$ cat config.mk
export PLATFORM = sky130hd
export DESIGN_NAME = spike_encoder
export DESIGN_NICKNAME = d
export VERILOG_FILES = /design/src/rtl/spike_pkg.sv /design/src/rtl/spike_step_gen.sv /design/src/rtl/spike_encoder.sv
export SDC_FILE = /design/constraint.sdc
export NUM_CORES = 1
export LEC_CHECK = 0
export ABC_AREA = 1
export CAP_MARGIN = 10
export CELL_PAD_IN_SITES_DETAIL_PLACEMENT = 1
export CELL_PAD_IN_SITES_GLOBAL_PLACEMENT = 1
export CORE_ASPECT_RATIO = 0.8
export CORE_MARGIN = 2
export CORE_UTILIZATION = 43
export DETAILED_ROUTE_END_ITERATION = 6
export GPL_TIMING_DRIVEN = 0
export PLACE_DENSITY = 0.88
export SYNTH_ARGS = -nofsm -noshare
export SYNTH_HDL_FRONTEND = slang
export SYNTH_SLANG_ARGS = --single-unit
export TNS_END_PERCENT = 1
$ cat constraint.sdc
create_clock -name clk -period 4.9 [get_ports clk]
set_input_delay 0.98 -clock clk [delete_from_list [all_inputs] [get_ports clk]]
set_output_delay 0.98 -clock clk [all_outputs]
set_load 0.02 [all_outputs]
$ cat src/rtl/spike_pkg.sv
// rtl/spike_pkg.sv - shared types and helpers for the spike encoder
// Contents: encoder state enum, WIDTH-bit bit reversal, frame length helper.
package spike_pkg;

  // Widest step code bitrev can handle.
  localparam int MAX_W = 32;

  typedef enum logic [1:0] {
    IDLE   = 2'd0,
    WARMUP = 2'd1,
    RUN    = 2'd2
  } enc_state_t;

  // Reverse the low w bits of v; bits at and above w come back as zero.
  function automatic logic [MAX_W-1:0] bitrev(input logic [MAX_W-1:0] v, input int w);
    logic [MAX_W-1:0] r;
    logic [4:0]       idx;
    r = '0;
    for (int b = 0; b < MAX_W; b++) begin
      if (b < w) begin
        idx    = 5'(w - 1 - b);
        r[idx] = v[b];
      end
    end
    return r;
  endfunction

  // Busy cycles of one frame, counted from the acceptance edge.
  function automatic int frame_cycles(input int warmup, input int width, input int hold);
    return warmup + ((1 << width) - 1) * hold;
  endfunction

endpackage

$ cat src/rtl/spike_step_gen.sv
// rtl/spike_step_gen.sv - frame sequencer for the spike encoder
// Ports: clk, rst (sync, active high), load_valid, stop in; accept (handshake
// firing this edge), step_valid / step_code (RUN flag and bitrev(step) for the
// cycle after this edge), load_ready, busy, frame_done (registered) out.
module spike_step_gen
  import spike_pkg::*;
#(
  parameter int WIDTH  = 8,
  parameter int HOLD   = 7,
  parameter int WARMUP = 28
) (
  input  logic             clk,
  input  logic             rst,
  input  logic             load_valid,
  input  logic             stop,
  output logic             accept,
  output logic             step_valid,
  output logic [WIDTH-1:0] step_code,
  output logic             load_ready,
  output logic             busy,
  output logic             frame_done
);

  // A zero-length warmup still needs a one-bit register to keep widths legal.
  localparam int WW   = (WARMUP > 0) ? $clog2(WARMUP + 1) : 1;
  localparam int HC_W = $clog2(HOLD + 1);

  // The WARMUP parameter shadows the imported enum literal, so states are
  // always named through the package scope.
  enc_state_t      state, state_n;
  logic [WW-1:0]   warm_cnt, warm_n;
  logic [HC_W-1:0] hold_cnt, hold_n;
  logic [WIDTH-1:0] step, step_n;
  logic            done_n;

  // load_ready is high exactly when the registered state is IDLE.
  assign accept = (state == spike_pkg::IDLE) && load_valid && !stop;

  always_comb begin
    state_n = state;
    warm_n  = warm_cnt;
    hold_n  = hold_cnt;
    step_n  = step;
    done_n  = 1'b0;
    case (state)
      spike_pkg::IDLE: begin
        if (accept) begin
          step_n = WIDTH'(1);
          hold_n = '0;
          if (WARMUP == 0) begin
            state_n = spike_pkg::RUN;
          end else begin
            state_n = spike_pkg::WARMUP;
            warm_n  = WW'(WARMUP);
          end
        end
      end
      spike_pkg::WARMUP: begin
        if (stop) begin
          state_n = spike_pkg::IDLE;
        end else begin
          warm_n = warm_cnt - WW'(1);
          if (warm_cnt == WW'(1)) state_n = spike_pkg::RUN;
        end
      end
      spike_pkg::RUN: begin
        if (stop) begin
          state_n = spike_pkg::IDLE;
        end else if (hold_cnt == HC_W'(HOLD - 1)) begin
          hold_n = '0;
          // Last step ends the frame instead of letting step wrap to 0.
          if (step == '1) begin
            state_n = spike_pkg::IDLE;
            done_n  = 1'b1;
          end else begin
            step_n = step + WIDTH'(1);
          end
        end else begin
          hold_n = hold_cnt + HC_W'(1);
        end
      end
      default: state_n = spike_pkg::IDLE;
    endcase
  end

  // Look-ahead outputs so the top can register spikes in step with the state.
  always_comb begin
    step_valid = (state_n == spike_pkg::RUN);
    step_code  = WIDTH'(bitrev(MAX_W'(step_n), WIDTH));
  end

  always_ff @(posedge clk) begin
    if (rst) begin
      state      <= spike_pkg::IDLE;
      warm_cnt   <= '0;
      hold_cnt   <= '0;
      step       <= '0;
      busy       <= 1'b0;
      load_ready <= 1'b1;
      frame_done <= 1'b0;
    end else begin
      state      <= state_n;
      warm_cnt   <= warm_n;
      hold_cnt   <= hold_n;
      step       <= step_n;
      busy       <= (state_n != spike_pkg::IDLE);
      load_ready <= (state_n == spike_pkg::IDLE);
      frame_done <= done_n;
    end
  end

endmodule

$ cat src/rtl/spike_encoder.sv
// rtl/spike_encoder.sv - rate-coding spike encoder top level
// Ports: clk, rst (sync, active high), load_valid, load_data (HEIGHT values of
// WIDTH bits), stop in; load_ready, spikes[HEIGHT], busy, frame_done out.
// HOLD must be at least 1.
module spike_encoder
  import spike_pkg::*;
#(
  parameter int WIDTH  = 8,
  parameter int HEIGHT = 7,
  parameter int HOLD   = HEIGHT,
  parameter int WARMUP = HEIGHT * 4
) (
  input  logic                    clk,
  input  logic                    rst,
  input  logic                    load_valid,
  output logic                    load_ready,
  input  logic [HEIGHT*WIDTH-1:0] load_data,
  input  logic                    stop,
  output logic [HEIGHT-1:0]       spikes,
  output logic                    busy,
  output logic                    frame_done
);

  logic                    accept;
  logic                    step_valid;
  logic [WIDTH-1:0]        step_code;
  logic [HEIGHT*WIDTH-1:0] values, values_n;
  logic [HEIGHT-1:0]       spikes_n;

  spike_step_gen #(
    .WIDTH (WIDTH),
    .HOLD  (HOLD),
    .WARMUP(WARMUP)
  ) u_step_gen (
    .clk       (clk),
    .rst       (rst),
    .load_valid(load_valid),
    .stop      (stop),
    .accept    (accept),
    .step_valid(step_valid),
    .step_code (step_code),
    .load_ready(load_ready),
    .busy      (busy),
    .frame_done(frame_done)
  );

  // Compare against the values that will be held after this edge, so a load
  // straight into RUN (no warmup) spikes from its first step.
  always_comb begin
    values_n = accept ? load_data : values;
    spikes_n = '0;
    for (int i = 0; i < HEIGHT; i++) begin
      spikes_n[i] = step_valid && (values_n[i*WIDTH +: WIDTH] >= step_code);
    end
  end

  always_ff @(posedge clk) begin
    if (rst) begin
      values <= '0;
      spikes <= '0;
    end else begin
      values <= values_n;
      spikes <= spikes_n;
    end
  end

endmodule

# After elaboration in Yosys (flattened, before gate mapping)
# Index checks and enable logic that the tools add are counted.
# W data, S select, Z words.
dict set report word_totals {
  out_inout_bits 10
  wordCells 69
  inputBits 60
  reg_bits 84
}
dict set report op_classes {
  add_sub_neg 3
  reduce_logical 18
  bitwise_logic 2
  muxes 21
  n_eq_ne 9
  magnitude_cmp 7
}
# operator n
set op_table {}
lappend op_table {{$ge A8 B8 Y1} 7}
lappend op_table {{$mux W56} 1}
lappend op_table {{$mux W8} 4}
lappend op_table {{$pmux W8 S2} 1}
lappend op_table {{$mux W2} 6}
lappend op_table {{$mux W5} 2}
lappend op_table {{$pmux W5 S2} 1}
lappend op_table {{$logic_and A1 B1 Y1} 9}
lappend op_table {{$mux W3} 3}
lappend op_table {{$add A8 B1 Y8 const B} 1}
lappend op_table {{$eq A8 B8 Y1 const B} 1}
lappend op_table {{$ne A2 B2 Y1 const B} 3}
lappend op_table {{$pmux W2 S3} 1}
lappend op_table {{$pmux W3 S2} 1}
lappend op_table {{$reduce_and A3 Y1} 2}
lappend op_table {{$reduce_bool A2 Y1} 3}
lappend op_table {{$eq A5 B1 Y1 const B} 1}
lappend op_table {{$sub A5 B1 Y5 const B} 1}
lappend op_table {{$eq A2 B2 Y1 const B} 2}
lappend op_table {{$logic_not A2 Y1} 2}
lappend op_table {{$reduce_or A4 Y1} 1}
lappend op_table {{$add A3 B1 Y3 const B} 1}
lappend op_table {{$eq A3 B3 Y1 const B} 1}
lappend op_table {{$eq A2 B1 Y1 const B} 1}
lappend op_table {{3 further kinds} 4}

# Depth between registers and ports, before layout
# Gate-level depths: netlist of the first run.
dict set report depth {
  ltp_word 7
  depth_mapped 17
  ltp_nobuf 17
}

# By module
# A second synthesis of the first run with hierarchy kept.
dict set report unflattened {
  hier_cells 670
  area_unflattened_um2 4855.9
}
# module seq_area_each_um2 area_per_inst_um2 instances cells_each
set by_module_without_submodules {}
lappend by_module_without_submodules {spike_encoder 1261.2 3692.3 1 498}
lappend by_module_without_submodules {spike_step_gen 420.4 1163.6 1 172}

# Worst setup path after synthesis of the first run
# OpenSTA, ideal clock, no wires.
dict set report synth_path {
  path_kind {input to register}
  from {in stop}
  to {reg spikes[0]}
  path_buffers 0
  slack_ns 2.106
  arrival_time_ns 2.672
  stages 13
  required_time_ns 4.778
  setup_ns 0.122
  path_cell_list {inv_1 > nand3_4 > inv_4 > o21ai_4 > a22oi_1 > ha_1 > a21oi_1 > or2_0 > nand2_1 > nand2_1 > nand2_1 > nand2_1 > a21oi_1}
}
dict set report synth_via {
  elab_chain_cells 6
  word_cells_on_any_way 13
  classes_between {1 x order compare; 1 x eq/ne; 8 x mux; 3 x reduce/logical}
}
# element line_no
set synth_rtl {}
lappend synth_rtl {{start: declaration} spike_encoder.sv:18} ;# input logic stop,
lappend synth_rtl {{$logic_not A1 Y1} spike_step_gen.sv:37} ;# assign accept = (state == spike_pkg::IDLE) && load_valid && !stop;
lappend synth_rtl {{$logic_and A1 B1 Y1} spike_step_gen.sv:37}
lappend synth_rtl {{$mux W8 / $mux W2 (equally long branches)} spike_step_gen.sv:47} ;# if (accept) begin
lappend synth_rtl {{$pmux W8 S2 / $pmux W2 S3 (equally long branches)} spike_step_gen.sv:45} ;# case (state)
lappend synth_rtl {{$ge A8 B8 Y1 / $eq A2 B2 Y1 (equally long branches)} {spike_encoder.sv:53, spike_step_gen.sv:88}}
lappend synth_rtl {{$logic_and A1 B1 Y1 *} spike_encoder.sv:53} ;# spikes_n[i] = step_valid && (values_n[i*WIDTH +: WIDTH] >= step_code);
lappend synth_rtl {{end signal: assignment} spike_encoder.sv:63} ;# spikes <= spikes_n;
lappend synth_rtl {{end: declaration} spike_encoder.sv:19} ;# output logic [HEIGHT-1:0] spikes,
# Every way passes the cells marked *; elsewhere a longest branch is shown, timed or not.
# A chain may end at the register's enable or synchronous reset.

# Final worst setup path of the first run
dict set report layout_path {
  from {in stop}
  to {reg spikes[6]}
}
# The elaborated chain is that of the path after synthesis.

==> summary.txt, run 1 <==
GRT
  – Gr usage total: 26.37%
  – Largest net degree at the start of global routing: 13
  – Total global routing overflow: 0
  – Vias in the first global route: 4773
  – First-pass GRT wire length: 23850 um
  – Antenna violations before repair: 0

Timing
  – Setup TNS: 0 ps
  – Slew @ Worst Pin: 1062 ps
  – Setup Skew: 4.938 ps
  – Max_slew headroom: 29.17%
  – RSZ-0062 raised after global routing: no
  – Setup violators final: 0
  – Final critical-path share of the clock period: 77.95%
  – PnR worst setup slack: 1080 ps
  – Hold Fails Final Rpt: 0
  – Pins Over Slew Limit: 0
  – Max Clock Freq: 261.8 MHz
  – Minimum clock period: 3820 ps

Yosys
  – Sequential fraction of the synthesis area: 36.02%
  – Number of flops mapped to enable cells by yosys: 0
  – Netlist cell types: 37
  – Mean post-synth cell area: 7.517 um^2
  – Mapped Area: 4668 um^2
  – Post-Syn Nets: 733
  – Synth top cells by count: 93 x inv_1, 84 x dfxtp_1, 83 x nor2_1
  – Gate Count Post-Synth: 621
  – Top_reg_cell synth: dfxtp_1
  – Top cell type's share of synthesized area: 36.02%
  – Top cells by area, synth: dfxtp_1 36%, ha_1 14%, inv_1 7.5%
  – Yosys reg bits: 84
  – Most frequent cell after synthesis: inv_1
  – Area leader, netlist: dfxtp_1
  – Share of synthesized registers carrying an async set or reset: 0%
  – Synth warnings: 0

Clocking
  – Skew-Pair Late Insertion Delay: 350 ps
  – Clock Tree Buf Depth: 2
  – Clk slew on worst S/H paths: 60 ps
  – Post-cts resize count: 0
  – Clk sinks: 84
  – Clk Tree Root Cell: clkbuf_16
  – CTS tree: built
  – CTS H-tree lvls: 3
  – CTS Hold Buffers Added: 0
  – Setup repair bufs after CTS: 0
  – Total CTS buffers: 9

Critical path
  – CP max FO: 9
  – Crit path kind: input port to flop
  – Crit. End Element: flop
  – Worst endpoint required time: 5120 ps
  – Critical Path AT: 4040 ps
  – Critical Path Start Type: input port

Place
  – # port buffers: 68
  – Post-DP HPWL: 10890 um
  – Placer Congestion: 0.8593
  – Setup Slack @ Placement: 693.1 ps

Die
  – Die Y-Extent: 97.20 um
  – Die width: 120.5 um
  – Die area: 11710 um^2
  – Std-Cell Rows: 33
  – I/O pins: 70
  – Floorplan core area: 10410 um^2
  – Initial Util: 44.87%

Power and ir drop
  – PwrDens: 297.5 nW/um^2
  – Power Total: 1722 uW
  – Peak VDD IR: 157.0 uV
  – Switching Share: 28.41%
  – Gate power share: 21.0%
  – Register share of total power: 42.5%
  – Clock group share of total power: 36.6%
  – P_sw: 489.3 uW
  – Internal power: 1233 uW
  – Leak: 0.002790 uW

Route
  – Via count: 4479
  – DRT Pass-1 Iters: 5
  – Post-route ant nets: 0
  – DR DRC count: 0
  – DRT Wirelength: 14900 um
  – DR vias/cell: 5.301
  – Drt wl/cell: 17.64 um
  – Initial DRC count: 170

Final layout
  – Layout cell share with drive strength beyond 1: 6.809%
  – # diodes: 0
  – Area grow syn2layout: 23.99%
  – Fin nets: 812

Flow run
  – # Max-Cap Violations: 0

Hold path
  – HP Class: flop to flop

Run status
  – Status: completed
worst max-delay path: stages:
cell,delay [ps]
clkdlybuf4s50_1,500
inv_1,150
nand3_4,130
inv_4,180
o21ai_4,120
a22oi_1,860
ha_1,370
a21oi_1,170
or2_0,150
nand2_1,60
nand2_1,90
nand2_1,110
nand2_1,90
a21oi_1,60
kinds of logic (layout without fill, tap and decap cells):
| logic type | Yosys count | count (layout) | synth area share, % |
|---|---|---|---|
| AOI/OAI and AO/OA | 115 | 115 | 14.02 |
| DFF | 84 | 84 | 36.02 |
| muxes | 7 | 7 | 1.501 |
| buffers and inverters | 119 | 203 | 9.944 |
| adders and majority gates | 52 | 52 | 13.94 |
| and+or+nand+nor | 243 | 243 | 24.39 |
| xor gates and xnor gates | 1 | 1 | 0.1877 |
power by group through the flow:
stage / logic, uW / clock network [uW] / registers [uW]
finish: 361 / 629 / 731
detailed placement: 351 / 0 / 746
CTS: 360 / 635 / 731
global placement: 320 / 0 / 744
global route: 404 / 663 / 735
floorplan: 220 / 0 / 744
flip-flops by register name, summed over array words and instances, names as in the netlist:
signal,cells
values,56
u_step_gen.step,8
spikes,7
u_step_gen.warm_cnt,5
u_step_gen.hold_cnt,3
u_step_gen.state,2
u_step_gen.busy,1
u_step_gen.frame_done,1
u_step_gen.load_ready,1
final cells by class:
cell class              count  area [um^2]
fillers                  1345         4617
multi-input cells         418         2522
flip-flops and latches     84         1682
repair buffers             68        680.7
inverters                 100        377.9
clock buffers              14        254.0
well taps                 140        175.2
plain buffers              19        86.33
clock inverters             2        10.01
cell usage in the layout (no fill, tap or decap), types with 9 or more instances in the layout:
cell             count
ha_1                52
nor2_1              83
or2_0               18
inv_1               93
nand2_1             69
dfxtp_1             84
clkdlybuf4s50_1     68
clkbuf_16            9
o21ai_1             23
or2_1               30
nor3_1              17
clkbuf_1            16
a21oi_1             34
o21ai_0             33
metal layers:
| layer | global-route usage (%) | wire length [um] | vias to the layer above |
|---|---|---|---|
| met5 | 0 | 0 | - |
| met4 | 9.839 | 348 | 0 |
| met3 | 5.634 | 728 | 31 |
| met2 | 46.02 | 7260 | 124 |
| met1 | 31.63 | 6567 | 2178 |
| li1 | - | - | 2146 |
stage by stage:
step / utilization, % / area [um^2] / hold WS [ps] / instances
3_5_place_dp: 53.09 / 5524 / 482.7 / 829
6_report: 55.63 / 5788 / 488.4 / 845
5_1_grt: 55.63 / 5788 / 515.8 / 845
2_1_floorplan: - / 4668 / 443.8 / 621
3_3_place_gp: 53.09 / 5524 / 453.3 / 829
4_1_cts: 55.63 / 5788 / 491.7 / 845
worst paths after layout:
check / cells after the start / start / endpoint / slack [ps]
setup / recovery: 14 / stop / spikes[6] / 1080
setup reg to reg: 14 / u_step_gen.step[0] / spikes[5] / 1640
hold reg to reg: 2 / u_step_gen.hold_cnt[2] / u_step_gen.hold_cnt[2] / 490
hold / removal: 2 / u_step_gen.hold_cnt[2] / u_step_gen.hold_cnt[2] / 490
(Power assumes the default switching activity.)
==> inputs of run 2 (changes only) <==
- CORE_UTILIZATION: 43 -> 36
- PLACE_DENSITY: 0.88 -> 0.79
- clock period: 4.9 -> 3.5 ns (I/O delays scaled with it)
==> summary.txt, run 2 (synthesis results as in run 1) <==
Run status
  – Status: completed

Route
  – DR DRC count: 0
  – Post-route ant nets: 0
  – DRT Pass-1 Iters: 4
  – Via count: 4290
  – DRT Wirelength: 14790 um
  – Initial DRC count: 159
  – Drt wl/cell: 16.81 um
  – DR vias/cell: 4.875

Clocking
  – Clk sinks: 84
  – CTS H-tree lvls: 3
  – CTS tree: built
  – Clk slew on worst S/H paths: 60 ps
  – CTS Hold Buffers Added: 0
  – Clk Tree Root Cell: clkbuf_16
  – Total CTS buffers: 9
  – Skew-Pair Late Insertion Delay: 350 ps
  – Setup repair bufs after CTS: 0
  – Clock Tree Buf Depth: 2

Final layout
  – # diodes: 0
  – Area grow syn2layout: 27.55%
  – Fin nets: 812
  – Most frequent cells in the layout: 93 x inv_1, 84 x dfxtp_1, 83 x nor2_1, 68 x nand2_1, 67 x clkdlybuf4s50_1
  – Top Registers: values (56), u_step_gen.step (8), spikes (7)
  – Layout cell share with drive strength beyond 1: 7.660%
  – Largest Register: values
  – Number of flip-flops under the largest register name: 56
  – Most common cell after layout, fill and taps aside: inv_1

Critical path
  – Worst endpoint required time: 3720 ps
  – Critical Path AT: 3380 ps
  – Crit. End Element: flop
  – CP Buf/Inv Count: 5
  – Critical path's top delay family: buffers and inverters
  – Crit path kind: input port to flop
  – Top cell by count, worst path: nand2_1
  – Largest stage delay, worst path: 510 ps
  – CP cell instances: clkdlybuf4s50_1, nand3_4, inv_4, clkbuf_4, buf_2, or2_1, o21ai_0, inv_1, ha_1, a21oi_1, or2_0, nand2_1, nand2_1, nand2_1, nand2_1, a21oi_1
  – Critical Path Start Type: input port
  – CP max FO: 10
  – Critical path's slowest cell: clkdlybuf4s50_1

GRT
  – Total global routing overflow: 0
  – Vias in the first global route: 4673
  – Gr usage total: 22.18%
  – Antenna violations before repair: 0
  – First-pass GRT wire length: 23650 um
  – Largest net degree at the start of global routing: 14

Timing
  – Minimum clock period: 3157 ps
  – Setup Skew: 3.792 ps
  – Hold Fails Final Rpt: 0
  – PnR worst setup slack: 343.3 ps
  – Max Clock Freq: 316.8 MHz
  – Pins Over Slew Limit: 0
  – RSZ-0062 raised after global routing: no
  – Setup TNS: 0 ps
  – Final critical-path share of the clock period: 90.19%
  – Setup violators final: 0
  – Slew @ Worst Pin: 711.2 ps
  – Max_slew headroom: 52.58%

Power and ir drop
  – Leak: 0.002849 uW
  – Peak VDD IR: 238.7 uV
  – Power Total: 2717 uW
  – PwrDens: 456.3 nW/um^2

Die
  – I/O pins: 70
  – Die width: 131.3 um
  – Die area: 13900 um^2
  – Std-Cell Rows: 37
  – Die Y-Extent: 105.9 um
  – Floorplan core area: 12780 um^2
  – Initial Util: 36.54%

Place
  – Setup Slack @ Placement: -492.7 ps
  – # port buffers: 68
  – Post-DP HPWL: 10670 um
  – Placer Congestion: 0.8494

Hold path
  – HP Class: flop to flop

Flow run
  – # Max-Cap Violations: 0
## run 2: cell types whose count changed in the layout (fill, tap and decap cells not counted), sizes merged
cell / before / now
dlymetal6s2s: 0 / 1
clkinv: 2 / 0
bufinv: 0 / 4
clkdlybuf4s50: 68 / 67
buf: 7 / 5
## run 2: what timing repair did
action	4_1_cts	5_1_grt
setup endpoints to repair	6	6
pin swaps	0	0
resized for setup	2	6
## run 2: report_power, final
group	internal, uW	switching, uW
Clock	790	407
Sequential	1010	16.8
Combinational	220	276
## run 2: stage by stage
| stage | hold slack [ps] | cells | utilization, % | instance area (um^2) |
|---|---|---|---|---|
| floorplan | 443.8 | 621 | - | 4668 |
| global route | 496.5 | 880 | 46.60 | 5954 |
| global placement | 454.0 | 864 | 43.58 | 5568 |
| finish | 463.0 | 880 | 46.60 | 5954 |
| CTS | 467.9 | 880 | 46.51 | 5943 |
| detailed placement | 457.9 | 864 | 43.58 | 5568 |
## run 2: path summary, 6_finish.rpt
check                                end  slack (ps)  cells past startpoint                   start
setup reg to reg               spikes[4]         560                     14      u_step_gen.step[1]
setup / recovery               spikes[6]         340                     16              load_valid
hold / removal    u_step_gen.hold_cnt[2]         460                      2  u_step_gen.hold_cnt[2]
hold reg to reg   u_step_gen.hold_cnt[2]         460                      2  u_step_gen.hold_cnt[2]
## run 2: metal layers
layer | global-route usage, % | wire, um
met5 | 0 | 0
met4 | 6.444 | 264
met3 | 5.147 | 617
met2 | 41.47 | 7477
met1 | 25.27 | 6431
## run 2: layout make-up
class	instances	area [um^2]
Inverter	100	377.9
Fill cell	1576	6823
Buffer	19	92.59
Tap cell	175	219.0
Multi-Input combinational cell	418	2534
Clock buffer	12	246.5
Timing Repair Buffer	68	683.2
Clock inverter	4	120.1
Sequential cell	84	1682
## run 2: worst register-to-register path, delay by kind of cell (launching register included)
kind / cells / cell delay, ps
simple gates: 7 / 820
buf+inv: 2 / 170
flops: 1 / 400
fa+ha+maj: 2 / 590
compound gates: 3 / 840
